`src/rtl/uart_tx_scheduler_if.sv`:
```
// -----------------------------------------------------------------------------
// uart_tx_scheduler_if
// Groups the PCH write side, the UART_TxRx handshake and the status flags of
// the UART transmit scheduler into one bundle.
//   slave  : the scheduler (consumes wr_*/clr_overflow/uart_busy, drives rest)
//   master : the PCH / UART environment driving the scheduler
// Signals:
//   wr_en, wr_data    one-cycle write strobe and byte from the PCH
//   clr_overflow      clears the sticky overflow flag
//   uart_busy         UART_BUSY from UART_TxRx
//   send_tx, tx_byte  send request and byte towards UART_TxRx
//   fifo_count/full/empty, overflow, tx_active   status
// -----------------------------------------------------------------------------
interface uart_tx_scheduler_if #(
   parameter int ADDR_W = 3
);
   logic              wr_en;
   logic [7:0]        wr_data;
   logic              clr_overflow;
   logic              uart_busy;
   logic              send_tx;
   logic [7:0]        tx_byte;
   logic [ADDR_W:0]   fifo_count;
   logic              fifo_full;
   logic              fifo_empty;
   logic              overflow;
   logic              tx_active;

   modport slave (
      input  wr_en, wr_data, clr_overflow, uart_busy,
      output send_tx, tx_byte, fifo_count, fifo_full, fifo_empty, overflow, tx_active
   );

   modport master (
      output wr_en, wr_data, clr_overflow, uart_busy,
      input  send_tx, tx_byte, fifo_count, fifo_full, fifo_empty, overflow, tx_active
   );
endinterface

```
`src/rtl/uart_tx_scheduler.sv`:
```
// -----------------------------------------------------------------------------
// uart_tx_scheduler
// Buffers bytes written by the PCH into a circular FIFO and feeds them one at a
// time to UART_TxRx: a send_tx burst per byte, then waits for uart_busy to rise
// and fall before the next byte. If busy never rises the same byte is re-sent
// after BUSY_TIMEOUT cycles.
// Ports:
//   clk    system clock, rising edge
//   reset  synchronous active-low reset
//   bus    uart_tx_scheduler_if.slave (write side, UART handshake, status)
// -----------------------------------------------------------------------------
module uart_tx_scheduler #(
   parameter int DEPTH        = 8,
   parameter int ADDR_W       = 3,
   parameter int SEND_CYCLES  = 2,
   parameter int BUSY_TIMEOUT = 16
) (
   input logic               clk,
   input logic               reset,
   uart_tx_scheduler_if.slave bus
);

   localparam int SEND_W = (SEND_CYCLES > 1) ? $clog2(SEND_CYCLES) : 1;
   localparam int TO_W   = (BUSY_TIMEOUT > 1) ? $clog2(BUSY_TIMEOUT) : 1;

   localparam logic [SEND_W-1:0] SEND_LAST = SEND_W'(SEND_CYCLES - 1);
   localparam logic [TO_W-1:0]   TO_LAST   = TO_W'(BUSY_TIMEOUT - 1);
   localparam logic [ADDR_W:0]   DEPTH_C   = (ADDR_W + 1)'(DEPTH);
   localparam logic [ADDR_W:0]   CNT_ONE   = (ADDR_W + 1)'(1);
   localparam logic [ADDR_W-1:0] PTR_ONE   = ADDR_W'(1);

   typedef enum logic [1:0] {
      IDLE,
      SEND,
      WAIT_HI,
      WAIT_LO
   } state_e;

   // FIFO
   logic [7:0]        mem [DEPTH];
   logic [ADDR_W-1:0] wr_ptr_q, rd_ptr_q;
   logic [ADDR_W:0]   count_q, count_d;
   logic              full_q, empty_q, overflow_q;
   logic              push, pop, drop;

   // Sequencer
   state_e            state_q;
   logic [SEND_W-1:0] send_cnt_q;
   logic [TO_W-1:0]   to_cnt_q;
   logic              send_tx_q, tx_active_q;
   logic [7:0]        tx_byte_q;

   // A pop happens only from IDLE; a write into a full FIFO still succeeds
   // when the head leaves on the same edge.
   always_comb begin
      // NOTE: every always_comb output gets a default first so no path can
      // leave it unassigned and infer a latch.
      pop     = (state_q == IDLE) && !empty_q;
      push    = bus.wr_en && ((count_q != DEPTH_C) || pop);
      drop    = bus.wr_en && !push;
      count_d = count_q;
      case ({push, pop})
         2'b10:   count_d = count_q + CNT_ONE;
         2'b01:   count_d = count_q - CNT_ONE;
         default: count_d = count_q;
      endcase
   end

   // NOTE: the storage array has no reset; entries are only ever read behind
   // a non-zero count, so clearing them would buy nothing.
   always_ff @(posedge clk) begin
      if (push) mem[wr_ptr_q] <= bus.wr_data;
   end

   // NOTE: sequential state uses non-blocking assignments so every register
   // samples the pre-edge values regardless of statement order.
   always_ff @(posedge clk) begin
      if (!reset) begin
         wr_ptr_q   <= '0;
         rd_ptr_q   <= '0;
         count_q    <= '0;
         full_q     <= 1'b0;
         empty_q    <= 1'b1;
         overflow_q <= 1'b0;
      end else begin
         if (push) wr_ptr_q <= wr_ptr_q + PTR_ONE;
         if (pop)  rd_ptr_q <= rd_ptr_q + PTR_ONE;
         count_q <= count_d;
         full_q  <= (count_d == DEPTH_C);
         empty_q <= (count_d == '0);
         // A drop on the same edge as a clear keeps the flag set.
         if (drop)                  overflow_q <= 1'b1;
         else if (bus.clr_overflow) overflow_q <= 1'b0;
      end
   end

   always_ff @(posedge clk) begin
      if (!reset) begin
         state_q     <= IDLE;
         send_cnt_q  <= '0;
         to_cnt_q    <= '0;
         send_tx_q   <= 1'b0;
         tx_byte_q   <= 8'h00;
         tx_active_q <= 1'b0;
      end else begin
         case (state_q)
            IDLE: begin
               if (pop) begin
                  tx_byte_q   <= mem[rd_ptr_q];
                  send_tx_q   <= 1'b1;
                  send_cnt_q  <= '0;
                  tx_active_q <= 1'b1;
                  state_q     <= SEND;
               end
            end
            SEND: begin
               if (send_cnt_q == SEND_LAST) begin
                  send_tx_q <= 1'b0;
                  to_cnt_q  <= '0;
                  state_q   <= WAIT_HI;
               end else begin
                  send_cnt_q <= send_cnt_q + SEND_W'(1);
               end
            end
            WAIT_HI: begin
               if (bus.uart_busy) begin
                  state_q <= WAIT_LO;
               end else if (to_cnt_q == TO_LAST) begin
                  // UART never acknowledged: re-send the same byte.
                  send_tx_q  <= 1'b1;
                  send_cnt_q <= '0;
                  state_q    <= SEND;
               end else begin
                  to_cnt_q <= to_cnt_q + TO_W'(1);
               end
            end
            WAIT_LO: begin
               if (!bus.uart_busy) begin
                  tx_active_q <= 1'b0;
                  state_q     <= IDLE;
               end
            end
            default: state_q <= IDLE;
         endcase
      end
   end

   assign bus.send_tx    = send_tx_q;
   assign bus.tx_byte    = tx_byte_q;
   assign bus.fifo_count = count_q;
   assign bus.fifo_full  = full_q;
   assign bus.fifo_empty = empty_q;
   assign bus.overflow   = overflow_q;
   assign bus.tx_active  = tx_active_q;

endmodule
```
`src/flat_wrapper.sv`:
```
// flat-port wrapper written by rule: the top's interface ports become plain ports
module uart_tx_scheduler_flat 
#(
   parameter int DEPTH        = 8,
   parameter int ADDR_W       = 3,
   parameter int SEND_CYCLES  = 2,
   parameter int BUSY_TIMEOUT = 16
)
  (clk, reset, bus_wr_en, bus_wr_data, bus_clr_overflow, bus_uart_busy, bus_send_tx, bus_tx_byte, bus_fifo_count, bus_fifo_full, bus_fifo_empty, bus_overflow, bus_tx_active);
  uart_tx_scheduler_if #(.ADDR_W(ADDR_W)) bus_i ();
  input logic clk;
  input logic reset;
  input wire logic [$bits(bus_i.wr_en)-1:0] bus_wr_en;
  input wire logic [$bits(bus_i.wr_data)-1:0] bus_wr_data;
  input wire logic [$bits(bus_i.clr_overflow)-1:0] bus_clr_overflow;
  input wire logic [$bits(bus_i.uart_busy)-1:0] bus_uart_busy;
  output wire logic [$bits(bus_i.send_tx)-1:0] bus_send_tx;
  output wire logic [$bits(bus_i.tx_byte)-1:0] bus_tx_byte;
  output wire logic [$bits(bus_i.fifo_count)-1:0] bus_fifo_count;
  output wire logic [$bits(bus_i.fifo_full)-1:0] bus_fifo_full;
  output wire logic [$bits(bus_i.fifo_empty)-1:0] bus_fifo_empty;
  output wire logic [$bits(bus_i.overflow)-1:0] bus_overflow;
  output wire logic [$bits(bus_i.tx_active)-1:0] bus_tx_active;
  assign bus_i.wr_en = bus_wr_en;
  assign bus_i.wr_data = bus_wr_data;
  assign bus_i.clr_overflow = bus_clr_overflow;
  assign bus_i.uart_busy = bus_uart_busy;
  assign bus_send_tx = bus_i.send_tx;
  assign bus_tx_byte = bus_i.tx_byte;
  assign bus_fifo_count = bus_i.fifo_count;
  assign bus_fifo_full = bus_i.fifo_full;
  assign bus_fifo_empty = bus_i.fifo_empty;
  assign bus_overflow = bus_i.overflow;
  assign bus_tx_active = bus_i.tx_active;
  uart_tx_scheduler #(.DEPTH(DEPTH), .ADDR_W(ADDR_W), .SEND_CYCLES(SEND_CYCLES), .BUSY_TIMEOUT(BUSY_TIMEOUT)) u_core (.clk(clk), .reset(reset), .bus(bus_i));
endmodule
```
`config.mk`:
```
export PLATFORM = sky130hd
export DESIGN_NAME = uart_tx_scheduler_flat
export DESIGN_NICKNAME = d
export VERILOG_FILES = /design/src/rtl/uart_tx_scheduler_if.sv /design/src/rtl/uart_tx_scheduler.sv /design/src/flat_wrapper.sv
export SDC_FILE = /design/constraint.sdc
export NUM_CORES = 1
export LEC_CHECK = 0
export BUFFER_PORTS_ARGS = -buffer_cell sky130_fd_sc_hd__buf_2
export CAP_MARGIN = 20
export CORE_MARGIN = 5
export CORE_UTILIZATION = 59
export DETAILED_ROUTE_END_ITERATION = 16
export PLACE_DENSITY_LB_ADDON = 0.3
export SETUP_SLACK_MARGIN = 0.3
export SYNTH_ARGS = -nofsm -noshare
export SYNTH_HDL_FRONTEND = slang
export SYNTH_SLANG_ARGS = --single-unit
```
`constraint.sdc`:
```
create_clock -name clk -period 3.4 [get_ports clk]
set_input_delay 0.68 -clock clk [delete_from_list [all_inputs] [get_ports clk]]
set_output_delay 0.68 -clock clk [all_outputs]
set_load 0.02 [all_outputs]
```
==> impl_metrics.toml <==
[worst_setup_path]
cp_cell_sequence = "nor3_2, nand4bb_1, nand2_1, ha_1, xor2_1, ha_1, a21oi_1, xor2_1, nor2_1, xor2_1, o31ai_1"
worst_setup_path_start_kind = "flop"
crit_path_frequent_cell = "xor2_1"
crit_type = "reg2reg"
end_kind = "flop"
cp_max_fo = 9
slowest_delay_ns = 0.51
slowest_stage = "dfxtp_1"
required_ns = 3.67
crit_arrival_ns = 2.87

[synth]
seq_area_frac_synth = 0.646
synth_xor_area_frac = 0.0292
synth_area_leader_cell = "edfxtp_1"
synth_top_family_by_area = "multiplexers"
syn_nets = 273
yosys.area_share.simple = 0.0939
synth_compound_area_frac = 0.0596
synthCells = 254
syn-cell-area_um2 = 3900
syn_avg_cell_area_um2 = 15.4
synthAdderAreaFrac = 0.0192
synth_top_area_share = 0.492
ys_ff_latch = 94
yosys-top-cells-area = "edfxtp_1, dfxtp_1, mux4_2, mux4_1, mux2i_1"
synthMuxAreaShare = 0.125
synth_warnings = 0
yosysUniqueCellTypes = 42

[cts]
cts.repair.resized = 0
numCtsBuffers = 9
root_buffer = "clkbuf_8"
clock_sinks = 94
clock_path_buffers = 2
cts_tree = "done"
htreeDepth = 3
worstSkewPairLatency_ns = 0.36
postCtsHoldBufs = 0
clkTransAtPathRegs_ns = 0.09
postCtsSetupBuffers = 0

[routing]
ant_nets = 0
drtPass1Iterations = 4
vias = 2087
routed_wl_mm = 6.46
wl_per_cell_um = 17.5
drt_iter0_drc = 134
drc = 0
via_per_inst = 5.64

[flow_run]
maxCapViolCount = 0

[final_layout]
drive_gt1_frac = 0.215
syn_to_final_growth_pct = 9.71
final_area_um2 = 4280
fin_nets = 307
n_antenna_cell = 0
fillerInstances = 463
fin_cells = 370
postLayoutCoreUtil = 0.671

[power]
p_per_area_nw_per_um2 = 703
leakagePower_nw = 1.61
vdd_drop_max_uv = 514

[timing]
drv_slew = 0
fmax_mhz = 384
final.setup_skew_ns = 0.0121
worst_pin_slew_ns = 0.907
hold_viol_final = 0
rsz0062_at_grt = "no"
fin_ws_ns = 0.799
finalSetupViolations = 0
timing.final.crit_share = 0.765
period_needed_ns = 2.60
setup_tns_ns = 0
slew-limit-headroom = 0.393

[placement]
dpl-instance-area_um2 = 4100
place_ws_ns = 0.834
dp.cells = 354
globalplace.congestion = 0.807
io_buffers = 29
place_hpwl_mm = 4.20

[floorplanning]
die_h_um = 91.4
die_area_um2 = 8350
ios = 30
fp.dieW_um = 91.4
num_rows = 29
initial_utilization = 0.611
core-area_um2 = 6390

[global_routing]
grt_pass1_vias = 2003
grt_usage = 0.166
antenna_found_initial = 0
grt_max_degree = 30
overflow = 0
grt_pass1_wl_mm = 10.6

[run_status]
status = "finished clean"

[hold_path]
min_path_type = "reg2reg"
[final cells by class]
| class | count | area [µm²] | share of cell area |
|---|---|---|---|
| multi-input combinational | 144 | 1270 | 0.298 |
| inverter | 3 | 11.3 | 0.00263 |
| timing repair buffer | 36 | 198 | 0.0461 |
| sequential | 94 | 2520 | 0.589 |
| clock buffer | 9 | 124 | 0.0289 |
| tap | 77 | 96.3 | 0.0225 |
| clock inverter | 7 | 57.6 | 0.0134 |
[Yosys cell counts]
cell / count
a2111oi_2: 1
a211o_1: 1
a21boi_0: 3
a21oi_1: 4
a22o_1: 1
a22oi_1: 1
a31oi_1: 1
a32oi_1: 1
and2_1: 10
and2b_1: 1
and4b_1: 1
buf_12: 1
buf_2: 3
buf_4: 3
buf_6: 2
clkbuf_1: 3
clkbuf_2: 1
dfxtp_1: 30
edfxtp_1: 64
ha_1: 6
inv_1: 3
mux2i_1: 10
mux4_1: 7
mux4_2: 9
nand2_1: 16
nand2b_1: 2
nand3_1: 5
nand3b_1: 1
nand4bb_1: 1
nor2_1: 14
nor2b_1: 10
nor3_1: 5
nor3_2: 1
nor3b_1: 1
o211a_1: 8
o21ai_0: 5
o22ai_1: 1
o31ai_1: 1
o32ai_2: 1
or3_1: 2
xnor2_1: 8
xor2_1: 5
[path summary, 6_finish.rpt]
path,depth (start not counted),endpoint,slack [ns],from
worst max register to register,11,u_core.bus.fifo_empty$_SDFF_PN1_,0.80,u_core.state_q[0]$_SDFFE_PN0P_
worst min-delay path,1,u_core.bus.tx_byte[7]$_SDFFE_PN0P_,0.50,u_core.bus.tx_byte[7]$_SDFFE_PN0P_
worst max-delay path,11,u_core.bus.fifo_empty$_SDFF_PN1_,0.80,u_core.state_q[0]$_SDFFE_PN0P_
worst min register to register,1,u_core.bus.tx_byte[7]$_SDFFE_PN0P_,0.50,u_core.bus.tx_byte[7]$_SDFFE_PN0P_
[logic make-up after synthesis]
family / Yosys count
AOI/OAI and AO/OA: 29
and+or+nand+nor: 70
DFF: 94
muxes: 26
xor gates and xnor gates: 13
adders and majority gates: 6
buffers and inverters: 16
[per-stage QoR]
step	hold slack (ns)	total power, mW
after floorplan	0.484	2.18
after global placement	0.476	2.35
after detailed placement	0.487	2.37
after CTS	0.509	3.04
after global routing	0.514	3.18
final	0.503	3.01
[state kept, by name, summed over array words and instances, names as in the netlist, 2 cells and up]
name,cells
u_core.bus.tx_byte,8
u_core.to_cnt_q,4
u_core.rd_ptr_q,3
u_core.bus.fifo_count,4
u_core.state_q,2
u_core.wr_ptr_q,3
u_core.mem,64
[placed cells by master, fill, tap and decap left out, types with 7 or more instances in the layout]
master	count
edfxtp_1	64
dfxtp_1	30
buf_2	29
nand2_1	16
nor2_1	14
mux2i_1	10
nor2b_1	10
and2_1	10
mux4_2	9
clkbuf_8	9
o211a_1	8
xnor2_1	8
mux4_1	7
buf_4	7
[routing by layer]
layer	track usage	vias to the layer above	wire length [µm]
met4	0.0513	0	51
met5	0	-	0
li1	-	1033	-
met3	0.0545	5	296
met2	0.254	41	3200
met1	0.227	1008	2920
[report_power, final]
group	leakage, nW	switching, mW	internal [mW]	total, mW
Sequential	0.827	0.149	1.37	1.52
Combinational	0.692	0.425	0.394	0.819
Clock	0.0894	0.401	0.275	0.676
[critical path: cells and delay by family (launching register included)]
| family | cells | cell delay [ns] |
|---|---|---|
| simple gates | 4 | 0.73 |
| fa+ha+maj | 2 | 0.47 |
| flops | 1 | 0.51 |
| compound gates | 2 | 0.39 |
| xor+xnor | 3 | 0.41 |
(Power assumes the default switching activity.)
